[src/rtl/ncl_addn_clk.sv]
// ncl_addn_clk: clocked dual-rail (NCL-style) adder/subtractor.
//   Captures a complete DATA wavefront on a_dr/b_dr/cin_dr/sub_dr, resolves
//   DPC digits per clock (LSB group first), then presents a dual-rail result
//   until downstream acknowledges, then returns to NULL.
// Ports:
//   clk      - rising-edge clock
//   initN    - asynchronous active-low reset
//   a_dr     - operand A, digit i on bits {2i+1,2i}
//   b_dr     - operand B, same packing
//   cin_dr   - carry-in digit
//   sub_dr   - mode digit (DATA1 = subtract, DATA0 = add)
//   in_ack   - 1 = input DATA captured, request NULL
//   sum_dr   - dual-rail sum (all-NULL unless result is held)
//   cout_dr  - dual-rail carry-out
//   out_ack  - downstream completion (1 = DATA accepted, request NULL)
//   err      - sticky flag: illegal 11 code seen on inputs while idle
module ncl_addn_clk #(
  parameter int W   = 8,
  parameter int DPC = 4
) (
  input  logic           clk,
  input  logic           initN,
  input  logic [2*W-1:0] a_dr,
  input  logic [2*W-1:0] b_dr,
  input  logic [1:0]     cin_dr,
  input  logic [1:0]     sub_dr,
  output logic           in_ack,
  output logic [2*W-1:0] sum_dr,
  output logic [1:0]     cout_dr,
  input  logic           out_ack,
  output logic           err
);

  localparam int G  = W / DPC;
  localparam int CW = (G > 1) ? $clog2(G) : 1;
  localparam int ND = W + W + 2;   // digits across all inputs

  typedef enum logic [1:0] {IDLE, CALC, HOLD, FLUSH} state_t;

  state_t          state;
  logic [CW-1:0]   cnt;
  logic [W-1:0]    a_q;
  logic [W-1:0]    b_q;             // already conditionally inverted
  logic            carry;
  logic [W-1:0]    sum_q;           // partially resolved sum

  logic [2*ND-1:0] all_dr;
  logic            complete;
  logic            empty;
  logic            illegal;
  logic [W-1:0]    a_bin;
  logic [W-1:0]    b_bin;
  logic            sub_bit;
  logic            cin_bit;

  int unsigned     base;
  logic [DPC:0]    grp_sum;
  logic [W-1:0]    sum_next;

  function automatic logic [2*W-1:0] to_dr(input logic [W-1:0] v);
    logic [2*W-1:0] r;
    r = '0;
    for (int unsigned i = 0; i < W; i++) begin
      r[2*i+1] = v[i];
      r[2*i]   = ~v[i];
    end
    return r;
  endfunction

  // Completion detection over every input digit.
  always_comb begin
    all_dr   = {sub_dr, cin_dr, b_dr, a_dr};
    complete = 1'b1;
    empty    = 1'b1;
    illegal  = 1'b0;
    for (int unsigned i = 0; i < ND; i++) begin
      if (all_dr[2*i+1] == all_dr[2*i]) complete = 1'b0;
      if (all_dr[2*i+1] | all_dr[2*i])  empty    = 1'b0;
      if (all_dr[2*i+1] & all_dr[2*i])  illegal  = 1'b1;
    end
    a_bin = '0;
    b_bin = '0;
    for (int unsigned i = 0; i < W; i++) begin
      a_bin[i] = a_dr[2*i+1];
      b_bin[i] = b_dr[2*i+1];
    end
    sub_bit = sub_dr[1];
    cin_bit = cin_dr[1];
  end

  // One digit group per clock; carry ripples between groups through 'carry'.
  always_comb begin
    base     = int'(cnt) * DPC;
    grp_sum  = {1'b0, a_q[base +: DPC]} + {1'b0, b_q[base +: DPC]}
             + {{DPC{1'b0}}, carry};
    sum_next = sum_q;
    sum_next[base +: DPC] = grp_sum[DPC-1:0];
  end

  always_ff @(posedge clk or negedge initN) begin
    if (!initN) begin
      state   <= IDLE;
      cnt     <= '0;
      in_ack  <= 1'b0;
      err     <= 1'b0;
      sum_dr  <= '0;
      cout_dr <= '0;
      a_q     <= '0;
      b_q     <= '0;
      carry   <= 1'b0;
      sum_q   <= '0;
    end else begin
      if (state != IDLE && empty) in_ack <= 1'b0;
      case (state)
        IDLE: begin
          if (illegal) begin
            err <= 1'b1;
          end else if (complete && !in_ack && !out_ack && !err) begin
            a_q    <= a_bin;
            b_q    <= sub_bit ? ~b_bin : b_bin;
            carry  <= cin_bit ^ sub_bit;
            cnt    <= '0;
            sum_q  <= '0;
            in_ack <= 1'b1;
            state  <= CALC;
          end
        end
        CALC: begin
          sum_q <= sum_next;
          carry <= grp_sum[DPC];
          cnt   <= cnt + 1'b1;
          if (cnt == CW'(G - 1)) begin
            state   <= HOLD;
            sum_dr  <= to_dr(sum_next);
            cout_dr <= {grp_sum[DPC], ~grp_sum[DPC]};
          end
        end
        HOLD: begin
          if (out_ack) begin
            state   <= FLUSH;
            sum_dr  <= '0;
            cout_dr <= '0;
          end
        end
        FLUSH: begin
          if (!out_ack && !in_ack) state <= IDLE;
        end
        default: state <= IDLE;
      endcase
    end
  end

endmodule

[config.mk]
export PLATFORM = sky130hd
export DESIGN_NAME = ncl_addn_clk
export DESIGN_NICKNAME = d
export VERILOG_FILES = /design/src/rtl/ncl_addn_clk.sv
export SDC_FILE = /design/constraint.sdc
export NUM_CORES = 1
export LEC_CHECK = 0
export ABC_AREA = 1
export CAP_MARGIN = 0
export CORE_MARGIN = 5
export CORE_UTILIZATION = 50
export CTS_CLUSTER_DIAMETER = 60
export DETAILED_ROUTE_END_ITERATION = 8
export PLACE_DENSITY = 0.88
export SLEW_MARGIN = 20
export SYNTH_ARGS = -nofsm -noshare
export SYNTH_HDL_FRONTEND = slang
export SYNTH_SLANG_ARGS = --single-unit
[constraint.sdc]
create_clock -name clk -period 3.4 [get_ports clk]
set_clock_uncertainty 0.1 [all_clocks]
set_input_delay 0.51 -clock clk [delete_from_list [all_inputs] [get_ports clk]]
set_output_delay 0.51 -clock clk [all_outputs]
set_load 0.05 [all_outputs]
==> impl_results.md <==
* Status: finished clean
* Seq cells post-synth at between 40 and 50
* Max Root-Sink Buffers at 2
* Layout cell share with drive strength beyond 1 at ~4.7%
* Global-route wire length before repair at roughly 13,000 um
* DRT iter0 DRCs at 215
* Synthesis warning total at 0
* Synth Net Count at ~490
* Fin worst setup slack at just over 0.5 ns
* Post-Synth Adder-Cell Area at between 10% and 20%
* Hold Crit Class: input port to async pin
* Initial antenna violation count at 0
* Clock power share at slightly above 30%
* Routed length per instance at 14.4 um
* Post-route ant nets at 0
* Non-Filler Instances at about 540
* P_leak at slightly above 2 nW
* Synthesized area at approximately 3200 um2
* DR vias/cell at approximately 5.3
* Compound-cell area share of the yosys netlist at 8.07%
* Initial core utilization at about 50%
* Slew at the pin closest to its max-slew limit at 0.656 ns
* Area grow syn2layout at 21.3%
* Hold Vio Cnt, Final at 0
* Syn Area/Cell at approximately 7.9 um2
* Largest net degree at the start of global routing at 49
* Clk sinks at 48
* Setup violators final at 0
* Die H at 90.5 um
* Placed cell count at between 500 and 600
* Internal Power at about 0.78 mW
* Largest family of logic cells by synthesized area: simple AND/OR/NAND/NOR gates
* Period minus WS final at approximately 2.9 ns
* Max cap viols at 0
* PostCTS Resize Cnt at 0
* Cell Rows at 29
* Final #Nets at approximately 550
* DIE AREA at between 8000 and 9000 um2
* Die X at ~90 um
* Worst Path Buf+Inv at 2
* Grt total ovfl at 0
* Final worst path period share at a little over four fifths
* Total Power at a little over 1 mW
* HPWL after DPL at ~6200 um
* Clk Latency, worst-skew pair at about 0.30 ns
* Via count at between 2,000 and 3,000
* Top area cells in the synthesized netlist: dfrtp_1, ha_1, nand2_1
* I/O Pins at between 50 and 60
* Register share of total power at 54.9%
* Cells after Synth at ~400
* TritonCTS Buffers at 5
* Seq/Total Area, Yosys at between 30% and 40%
* Power per cell area at 264 nW/um2
* Critical-path maximum fanout at 19
* Pre-antenna DRT Iters at 5
* Number of I/O port buffers at 58
* Synth Area in Simple Gates at a little under a quarter
* TritonCTS clock tree: yes
* Number of global-route vias before repair at 2,912
* Mux contribution to synthesized area at less than 1%
* Cell taking the most area after synthesis: dfrtp_1
* Arrival @ worst endpoint at 3.02 ns
* Post-Synth XOR/XNOR Area at 2.16%
* Sw Pwr at ~0.26 mW
* Core region area at roughly 6300 um2
* Crit path launch type: register
* DR DRC count at 0
* CP endpoint kind: register
* Fmax at 346 MHz
* Critical path type: register to register
* Antenna cells at 0
* Setup repair bufs after CTS at 0
* Delay-heaviest family, CP: adder cells
* Slew HR at 56.3%
* Cell Chain, Critical Path: inv_4, nand2_1, nand2_1, fa_1, inv_1, fa_1, nand2_1, o21ai_0, nor2_1, nand4_1, nand2_1
* Logic pwr share at 14.1%
* Post-synth top area share at a little under two fifths
* Fillcell total at about 530
* RSZ-0062 raised after global routing: false
* Most frequent cell on the critical path: nand2_1
* Sw frac at between 20% and 30%
* Final WL at a little under 8000 um
* Setup TNS at 0 ns
* Clock-pin transition on the worst setup and hold timing paths at ~0.09 ns
* Worst EP required at 3.53 ns
* Worst vdd ir at 0.142 mV
* DP Worst Slack at about 0.59 ns
* Overall Global Routing Usage at 19.3%
* Gpl congestion at around 0.9
* # H-tree levels at 2
* Root Driver: clkbuf_8
* Yosys cell types at 27
* Crit-path max cell delay at slightly below 0.8 ns
* Slowest-stage cell, CP: dfrtp_1
* CTS hold repair buffers at 0
* Slew Viols, Final at 0
[power by group through the flow]
stage | Clock (mW) | Combinational [mW] | Sequential (mW)
global placement | 0 | 0.140 | 0.582
finish | 0.323 | 0.146 | 0.570
CTS | 0.328 | 0.145 | 0.570
global route | 0.354 | 0.163 | 0.570
floorplan | 0 | 0.0592 | 0.582
detailed placement | 0 | 0.144 | 0.582
[registers in the layout, indices dropped and copies added (netlist names)]
register  count
cout_dr       2
sum_q         8
err           1
a_q           8
b_q           8
sum_dr       16
carry         1
in_ack        1
state         2
cnt           1
[path summary, 6_finish.rpt]
path / from / to / slack, ns / cells after the start
min in group clk: sum_q[5] / sum_q[5] / 0.38 / 2
min reg2reg: sum_q[5] / sum_q[5] / 0.38 / 2
max in group asynchronous: initN / carry / 2.66 / 1
max: cnt / sum_q[1] / 0.51 / 11
max reg2reg: cnt / sum_q[1] / 0.51 / 11
min: initN / sum_dr[14] / 0.12 / 1
[area by class of cell]
class                           count  area [um2]  share of cell area (%)
Tap cell                           77        96.3                    2.45
Clock buffer                        5        68.8                    1.75
Timing Repair Buffer               59         586                    14.9
Multi-Input combinational cell    277        1690                    43.0
Clock inverter                      2        12.5                   0.318
Sequential cell                    48        1200                    30.6
Inverter                           73         278                    7.07
[cell families (layout without fill, tap and decap cells)]
family,Yosys count,in the layout
XOR/XNOR,8,8
multiplexers,2,2
AO/OA/AOI/OAI,47,47
buffers and inverters,84,139
AND/OR/NAND/NOR,175,175
flip-flops,48,48
adder cells (fa/ha/maj),45,45
[cells in the mapped netlist (all sizes together)]
master and instances:
a21oi 5, and2 1, buf 11, clkinv 1, dfrtp 48, fa 2, ha 43, inv 72
mux2i 2, nand2 108, nand3 14, nand4 19, nor2 26, nor3 2, o21ai 33, o22ai 9
or2 5, xnor2 8
[per-layer routing]
layer,up-vias,global-route usage (%),share of wire (%)
met5,-,0,0
met4,0,7.07,2.7
met3,23,2.42,4.9
met2,106,33.5,51
met1,1364,24.3,41
li1,1398,-,-
[cells in the final DEF, fill, tap and decap left out, types with 2 or more instances in the layout]
cell,netlist,final
clkdlybuf4s50_1,0,57
a21oi_1,4,4
nand3_1,13,13
nand2_2,3,3
o22ai_1,9,9
dfrtp_1,48,48
clkbuf_8,0,5
clkinv_2,1,2
o21ai_0,12,12
mux2i_1,2,2
xnor2_1,8,8
nor3_1,2,2
nand4_1,19,19
o21ai_1,20,20
buf_4,0,2
inv_1,71,71
nor2_1,26,26
ha_1,43,43
or2_2,4,4
fa_1,2,2
nand2_1,104,104
[metrics by stage]
stage | utilization, % | instance area [um2] | hold WS (ns)
after floorplan | - | 3240 | 0.114
after global placement | 60.9 | 3850 | 0.350
after detailed placement | 60.9 | 3850 | 0.354
after CTS | 62.2 | 3930 | 0.330
after global routing | 62.3 | 3930 | 0.158
final | 62.3 | 3930 | 0.116
No activity file was read; power rests on OpenSTA's default activity.
